<file path="src/rtl/bist_response_compactor.sv">
// BIST response compactor: folds accepted response vectors into a Galois MISR
// and compares the final signature with a golden value. Optional RESP_XMASK_EN adds an xmask port.
module bist_response_compactor #(
   parameter int unsigned WIDTH       = 32,
   parameter int unsigned CNT_W       = 16,
   parameter int unsigned PATTERN_CNT = 256,
   parameter logic [31:0] MISR_POLY   = 32'h04C11DB7,
   parameter logic [31:0] MISR_SEED   = 32'h00000000
) (
   input  logic             clk,
   input  logic             rst,
   input  logic             start,
   input  logic [WIDTH-1:0] golden,
   input  logic             resp_valid,
   input  logic [WIDTH-1:0] resp_data,
`ifdef RESP_XMASK_EN
   input  logic [WIDTH-1:0] xmask,
`endif
   output logic             resp_ready,
   output logic             busy,
   output logic             done,
   output logic             pass,
   output logic [WIDTH-1:0] signature,
   output logic [CNT_W-1:0] pat_count
);

   localparam logic [WIDTH-1:0] POLY     = WIDTH'(MISR_POLY);
   localparam logic [WIDTH-1:0] SEED     = WIDTH'(MISR_SEED);
   localparam logic [CNT_W-1:0] LAST_IDX = CNT_W'(PATTERN_CNT - 1);

   typedef enum logic [1:0] {
      IDLE = 2'd0,
      RUN  = 2'd1,
      CMP  = 2'd2,
      DONE = 2'd3
   } state_t;

   state_t           state, state_d;
   logic [WIDTH-1:0] sig_d;
   logic [CNT_W-1:0] cnt_d;
   logic             done_d, pass_d, ready_d, busy_d;
   logic [WIDTH-1:0] data_in;
   logic [WIDTH-1:0] misr_next;
   logic             xfer;

`ifdef RESP_XMASK_EN
   assign data_in = resp_data & ~xmask;
`else
   assign data_in = resp_data;
`endif

   // resp_ready is already a registered decode of state==RUN
   assign xfer      = resp_valid & resp_ready;
   assign misr_next = {signature[WIDTH-2:0], 1'b0}
                    ^ (signature[WIDTH-1] ? POLY : '0)
                    ^ data_in;

   // Next-state and next-output logic
   always_comb begin
      state_d = state;
      sig_d   = signature;
      cnt_d   = pat_count;
      done_d  = done;
      pass_d  = pass;

      case (state)
         IDLE, DONE: begin
            if (start) begin
               state_d = RUN;
               sig_d   = SEED;
               cnt_d   = '0;
               done_d  = 1'b0;
               pass_d  = 1'b0;
            end
         end
         RUN: begin
            if (xfer) begin
               sig_d = misr_next;
               cnt_d = pat_count + CNT_W'(1);
               if (pat_count == LAST_IDX) begin
                  state_d = CMP;
               end
            end
         end
         CMP: begin
            pass_d  = (signature == golden);
            done_d  = 1'b1;
            state_d = DONE;
         end
         default: begin
            state_d = IDLE;
         end
      endcase

      ready_d = (state_d == RUN);
      busy_d  = (state_d == RUN) || (state_d == CMP);
   end

   // State and output registers
   always_ff @(posedge clk or posedge rst) begin
      if (rst) begin
         state      <= IDLE;
         signature  <= SEED;
         pat_count  <= '0;
         done       <= 1'b0;
         pass       <= 1'b0;
         resp_ready <= 1'b0;
         busy       <= 1'b0;
      end else begin
         state      <= state_d;
         signature  <= sig_d;
         pat_count  <= cnt_d;
         done       <= done_d;
         pass       <= pass_d;
         resp_ready <= ready_d;
         busy       <= busy_d;
      end
   end

endmodule

</file>
<file path="config.mk">
export PLATFORM = sky130hd
export DESIGN_NAME = bist_response_compactor
export DESIGN_NICKNAME = d
export VERILOG_FILES = /design/src/rtl/bist_response_compactor.sv
export SDC_FILE = /design/constraint.sdc
export NUM_CORES = 1
export LEC_CHECK = 0
export CAP_MARGIN = 20
export CORE_MARGIN = 2
export CORE_UTILIZATION = 45
export CTS_BUF_LIST = sky130_fd_sc_hd__clkbuf_2
export DETAILED_ROUTE_END_ITERATION = 12
export GPL_TIMING_DRIVEN = 0
export PLACE_DENSITY_LB_ADDON = 0.2
export SYNTH_ARGS = -nofsm -noshare
export SYNTH_HDL_FRONTEND = slang
export SYNTH_SLANG_ARGS = --single-unit
</file>
<file path="constraint.sdc">
create_clock -name clk -period 2.5 [get_ports clk]
set_input_delay 0.25 -clock clk [delete_from_list [all_inputs] [get_ports clk]]
set_output_delay 0.25 -clock clk [all_outputs]
set_load 0.1 [all_outputs]
</file>
==> results of run 1 <==
==> sequential cells by signal, summed over array words and instances, names as in the netlist <==
register and count:
signature 32, pat_count 16, state 2, busy 1
done 1, pass 1, resp_ready 1
==> metrics by stage <==
stage               power [mW]  cells
finish                    5.08    542
global route              5.31    542
CTS                       5.10    543
detailed placement        4.75    535
global placement          4.71    534
floorplan                 3.89    335
==> cells in the final DEF (no fill, tap or decap) <==
cell type,synthesis,final
clkbuf_2,0,8
a21oi_1,4,3
xor2_1,59,59
o31a_1,1,1
dfrtp_1,54,47
buf_12,0,1
nand3_1,28,28
a21o_1,1,1
buf_2,1,2
and4_1,1,1
nor2_1,17,17
nand2_1,63,63
buf_1,2,1
or4_1,2,2
ha_1,4,4
nor3_2,1,1
xnor2_1,30,30
dlymetal6s2s_1,0,2
inv_1,9,8
o21ai_0,18,18
and3_2,1,1
inv_2,0,1
nand2b_1,3,3
mux2i_1,1,1
a211o_1,1,1
dfrtp_2,0,7
nor4_1,9,9
clkbuf_1,10,7
nand4_1,4,4
clkdlybuf4s50_1,0,117
nor3_1,5,5
or3_1,4,4
o31ai_1,1,1
a21oi_2,0,1
o32a_1,1,1
clkinvlp_4,0,2
==> report_power, final <==
group          switching [mW]  internal, mW
clock network           0.291        0.0718
registers               0.373          1.11
logic                    2.33         0.904
total                    2.99          2.09
==> final timing paths <==
| path | from | endpoint | slack, ns | cells past startpoint |
|---|---|---|---|---|
| max | signature[5]$_DFFE_PP0P_ | signature[5] | 0.07 | 1 |
| min | rst | state[0]$_DFF_PP0_ | 0.007 | 2 |
| max reg2reg | pat_count[8]$_DFFE_PP0P_ | busy$_DFF_PP0_ | 0.15 | 7 |
| min reg2reg | done$_DFFE_PP0P_ | done$_DFFE_PP0P_ | 0.56 | 2 |
| max in group asynchronous | rst | signature[14]$_DFFE_PP0P_ | 1.92 | 3 |
| min in group clk | resp_data[6] | signature[6]$_DFFE_PP0P_ | 0.43 | 4 |
==> what timing repair did <==
item                       in CTS  in global routing
setup endpoints to repair      27                 32
pin swaps                       0                  0
setup buffers                   0                  0
resized for setup               3                  3
==> cell type report <==
class	count	area (um^2)	share of cell area, %
clock buffer	6	30.0	0.677
timing repair buffer	120	1220	27.4
inverter	9	33.8	0.762
sequential	54	1360	30.7
buffer	12	50.0	1.13
multi-input combinational	259	1630	36.7
tap	80	100	2.26
clock inverter	2	15.0	0.339
==> logic make-up (layout without fill, tap and decap cells) <==
| family | count (synthesis) | in the layout | share of synthesized area [%] |
|---|---|---|---|
| AO/OA/AOI/OAI | 27 | 27 | 4.99 |
| XOR/XNOR | 89 | 89 | 25.5 |
| adder cells (fa/ha/maj) | 4 | 4 | 1.64 |
| buffers and inverters | 22 | 149 | 2.74 |
| flip-flops | 54 | 54 | 44.2 |
| multiplexers | 1 | 1 | 0.327 |
| AND/OR/NAND/NOR | 138 | 138 | 20.7 |
==> per-layer routing <==
layer  vias to the layer above  share of wire [%]  GRT usage [%]
met1                      1301                 44           29.6
met2                        94                 49           38.1
met5                         -                  0              0
met3                         9                5.8           4.38
met4                         0                1.2           6.11
li1                       1355                  -              -
==> summary.txt, run 1 <==
Layout
  – # fillers: 592
  – Final instance area: 4430 um^2
  – Layout cell share with drive strength beyond 1: about 5.2%
  – Final core utilization: 66.3%
  – Area Overhead vs Synth: 44.9%
  – # diodes: 0
  – Final nets: 533

Global routing
  – Antenna violations before repair: 0
  – Largest net degree at the start of global routing: 39
  – Total grt overflow: 0
  – Global-route wire length before repair: 13,100 um
  – Number of global-route vias before repair: about 2,700
  – GRT Overall Usage: between 20% and 30%

Drt
  – Via count: ~2,800
  – Wirelength per Cell: 15.0 um
  – Routed vias/inst: 5.09
  – Routed Antenna Nets: 0
  – Number of DRC markers in iteration 0: 77
  – Pre-antenna DRT Iters: 4
  – Detailed Route WL: 8130 um
  – # DRC: 0

Place
  – Post-DP Area: 4380 um^2
  – Buffers on Ports: ~120
  – Setup WS pre-CTS: 0.00865 ns
  – Final GP Congestion: 0.830
  – Detailed placement HPWL: 6340 um

Synthesis
  – Mapped Avg Cell Area: 9.13 um^2
  – Synth area leader: dfrtp_1
  – Register bit total from synthesis: 54
  – Area of the mapped netlist: 3060 um^2
  – Synthesized netlist cell count: 335
  – Primary FF master, synth: dfrtp_1
  – Unique masters post-synth: 28
  – Top-area cell type share of the netlist area: 44.2%
  – Register area share after synthesis: between 40 and 50%
  – Top post-synthesis cells by area: dfrtp_1 (44%), xor2_1 (17%), xnor2_1 (8.6%), nand2_1 (7.7%), nand3_1 (4.6%)
  – Post-synth top cells: nand2_1 (63), xor2_1 (59), dfrtp_1 (54), xnor2_1 (30), nand3_1 (28)
  – Ys async rst share: 100%
  – Count leader, synth: nand2_1
  – Synthesized Nets: 407
  – EDFF count, synth: 0
  – Warnings from Yosys: 0

Critical path
  – Critical path data required time: 2.25 ns
  – CP top delay family: buffers and inverters
  – WP buf/inv: 1
  – Slowest CP cell: clkdlybuf4s50_1
  – Startpoint types: register
  – CP Capture Type: output pin
  – Critical setup path kind: register to output pin
  – Worst Path Arrival: 2.18 ns
  – Crit Path Max Fanout: 4
  – Chain of cells forming the critical path: clkdlybuf4s50_1
  – Worst stage delay on the critical path: 1.18 ns

Timing
  – RSZ-0062 raised after global routing: false
  – Worst-Margin Slew: 1.02 ns
  – Min cycle time layout: 2.43 ns
  – Final hold slack: 0.00698 ns
  – Slew Limit Headroom: approximately 32%
  – Slew Limit Fails: 0
  – Worst setup margin: 0.0750 ns
  – Setup Skew: 0.0474 ns
  – Final hold vios: 0
  – Setup_tns: 0 ns
  – Max Clock Freq: 412 MHz
  – Post-route clock period utilization: 97.0%
  – Final setup fails: 0

Clock tree
  – Longest Clk Path Bufs: 2
  – Cts bufs inserted: 5
  – Clock root buffer: clkbuf_2
  – CTS tree: built
  – Clk_lat worst skew: 0.48 ns
  – CTS Sinks: 54
  – CTS HTree Levels: 2
  – # hold bufs at CTS: 0
  – Worst-path clk slew: approximately 0.31 ns

Hold path
  – HP Class: primary input to async pin

Power
  – Pwr per Cell Area: ~1100 nW/um^2
  – Peak supply drop: 1080 uV
  – P_leak: 1.94 nW

Floorplan
  – Die area: 7470 um^2
  – FP Rows: 30
  – Die extent in x: 86.5 um
  – Num ports: 120
  – Vert. Die Dim: 86.5 um
  – Initial Util: 45.8%
  – Core Region: 6680 um^2

Job
  – Max-capacitance violation count: 0

Run status
  – Outcome: finished, final reports clean
Power figures use the tool's default switching activity.
==> inputs of run 2 (changes only) <==
--- a/config.mk
+++ b/config.mk
@@ -5,10 +5,9 @@
 export SDC_FILE = /design/constraint.sdc
 export NUM_CORES = 1
 export LEC_CHECK = 0
-export CAP_MARGIN = 20
 export CORE_MARGIN = 2
 export CORE_UTILIZATION = 45
-export CTS_BUF_LIST = sky130_fd_sc_hd__clkbuf_2
+export CTS_BUF_LIST = sky130_fd_sc_hd__clkbuf_2 sky130_fd_sc_hd__clkbuf_4 sky130_fd_sc_hd__clkbuf_8
 export DETAILED_ROUTE_END_ITERATION = 12
 export GPL_TIMING_DRIVEN = 0
 export PLACE_DENSITY_LB_ADDON = 0.2
==> run 2 against run 1 <==
Net effect:
- cell count stayed put
- fmax increased by 5.4%
- highest routed layer unchanged
- critical path depth rose by 6
- final area rose by 0.85%
- largest power group unchanged
- worst setup slack better by 0.12 ns
- routed wire length fell by 0.62%
==> summary.txt, run 2 (same netlist as run 1, synthesis figures left out) <==
Run status
  – Outcome: finished, final reports clean

Layout
  – Biggest register: signature
  – # fillers: 591
  – Most common cell after layout, fill and taps aside: clkdlybuf4s50_1
  – Layout cell share with drive strength beyond 1: 4.98%
  – Most frequent cells in the layout: clkdlybuf4s50_1 (119), nand2_1 (63), xor2_1 (59)
  – Area Overhead vs Synth: 46.1%
  – Max reg flops: 32
  – Biggest regs: signature: 32 flops, pat_count: 16 flops, state: 2 flops
  – Register area: 1360 um^2
  – Area of the multi-input gates: between 1500 and 2000 um^2
  – # diodes: 0
  – Final nets: 533
  – Post-route insts no fill: 542

Floorplan
  – Die extent in x: 86.5 um
  – FP Rows: 30
  – Num ports: 120
  – Die area: about 7500 um^2
  – Core Region: ~6700 um^2
  – Vert. Die Dim: between 80 and 90 um
  – Initial Util: 45.8%

Global routing
  – Largest net degree at the start of global routing: 39
  – GRT Overall Usage: a little under a quarter
  – Antenna violations before repair: 0
  – Total grt overflow: 0
  – Number of global-route vias before repair: between 2,000 and 3,000
  – Global-route wire length before repair: 13,100 um

Place
  – Placed cells: ~540
  – Final GP Congestion: slightly above 0.8
  – Detailed placement HPWL: between 6000 and 7000 um
  – Buffers on Ports: 119

Critical path
  – Reg2Reg Depth: 7
  – CP Capture Type: register
  – Chain of cells forming the critical path: or4_1, or3_1, nor3_2, nor2_1, o32a_1, ha_1, inv_1
  – Worst stage delay on the critical path: roughly 0.52 ns
  – Slowest CP cell: or4_1
  – Reg2Reg Launch Point: pat_count[8]$_DFFE_PP0P_
  – Startpoint types: register
  – R2r setup slk: 0.20 ns
  – Critical setup path kind: register to register
  – Crit Path Max Fanout: 5
  – Critical path data required time: 2.71 ns
  – Worst Path Arrival: 2.51 ns
  – Worst r2r dst: busy$_DFF_PP0_

Hold path
  – HP Class: primary input to async pin

Clock tree
  – Worst-path clk slew: 0.11 ns
  – Clock root buffer: clkbuf_8
  – CTS HTree Levels: 2
  – Cts bufs inserted: 5
  – CTS tree: built
  – Longest Clk Path Bufs: 2
  – # hold bufs at CTS: 0
  – CTS Sinks: 54
  – Clk_lat worst skew: 0.31 ns

Drt
  – Detailed Route WL: 8080 um
  – Pre-antenna DRT Iters: 6
  – Number of DRC markers in iteration 0: roughly 90
  – Routed vias/inst: 5.07
  – Via count: 2,748
  – # DRC: 0
  – Routed Antenna Nets: 0
  – Wirelength per Cell: around 15 um

Timing
  – Min cycle time layout: 2.30 ns
  – Final setup fails: 0
  – Worst-Margin Slew: 1.02 ns
  – RSZ-0062 raised after global routing: false
  – Setup Skew: about 0.018 ns
  – Slew Limit Fails: 0
  – Slew Limit Headroom: about a third
  – Post-route clock period utilization: 92.0%
  – Final hold vios: 0
  – Max Clock Freq: 435 MHz

Job
  – Max-capacitance violation count: 0

Power
  – Peak supply drop: 1080 uV
  – P_leak: 1.93 nW
  – Pwr per Cell Area: 1170 nW/um^2
  – Power Total: 5.22 mW
[run 2: cell types whose count changed in the layout (fill, tap and decap cells not counted), sizes merged]
cell,delta
buf,-1
clkbuf,+1
clkdlybuf4s50,+2
dlymetal6s2s,-2
[run 2: report_power, final]
part | internal, mW | total [mW] | switching (mW)
clock network | 0.209 | 0.504 | 0.295
logic | 0.904 | 3.23 | 2.32
registers | 1.12 | 1.49 | 0.372
[run 2: worst max path at each step]
| stage | endpoint | slack, ns | start | cells past startpoint |
|---|---|---|---|---|
| after floorplan | busy$_DFF_PP0_ | 0.03 | resp_ready$_DFF_PP0_ | 7 |
| after global placement | pat_count[2]$_DFFE_PP0P_ | -0.25 | rst | 2 |
| after detailed placement | signature[0]$_DFFE_PP0P_ | 0.009 | state[0]$_DFF_PP0_ | 8 |
| after CTS | signature[31]$_DFFE_PP0P_ | 0.02 | state[0]$_DFF_PP0_ | 8 |
| after global routing | signature[12]$_DFFE_PP0P_ | 0.03 | state[0]$_DFF_PP0_ | 7 |
| final | busy$_DFF_PP0_ | 0.20 | pat_count[8]$_DFFE_PP0P_ | 7 |
[run 2: final cells by class]
type	instances	area share [%]
Clock buffer	6	1.71
Multi-Input combinational cell	259	36.3
Clock inverter	2	0.336
Inverter	9	0.756
Buffer	12	1.12
Timing Repair Buffer	120	27.1
Sequential cell	54	30.4
Tap cell	80	2.24
[run 2: stage by stage]
stage | hold WS (ns) | util [%] | cell area, um^2 | setup TNS, ns | setup WS, ns
after global routing | 0.244 | 66.9 | 4470 | 0 | 0.0340
after detailed placement | 0.515 | 65.5 | 4380 | 0 | 0.00865
final | 0.220 | 66.9 | 4470 | 0 | 0.199
after global placement | 0.504 | 65.2 | 4360 | -5.59 | -0.251
after CTS | 0.232 | 66.9 | 4470 | 0 | 0.0248
after floorplan | 0.451 | - | 3070 | 0 | 0.0347
[run 2: what timing repair did]
item | 4_1_cts | 5_1_grt
resized for setup | 2 | 1
setup buffers | 0 | 0
setup endpoints to repair | 11 | 30
[run 2: critical path: cells and delay by family (launching register included)]
kind / cells / cell delay, ns
buf+inv: 1 / 0.03
flops: 1 / 0.45
fa+ha+maj: 1 / 0.28
simple gates: 4 / 1.12
compound gates: 1 / 0.31
[run 2: routing by layer]
| layer | GRT usage (%) | up-vias | share of wire [%] | routed length [um] |
|---|---|---|---|---|
| li1 | - | 1355 | - | - |
| met1 | 29.6 | 1299 | 44 | 3530 |
| met2 | 38.0 | 86 | 49 | 3970 |
| met3 | 5.24 | 8 | 5.7 | 460 |
| met4 | 5.68 | 0 | 1.4 | 114 |
| met5 | 0 | - | 0 | 0 |
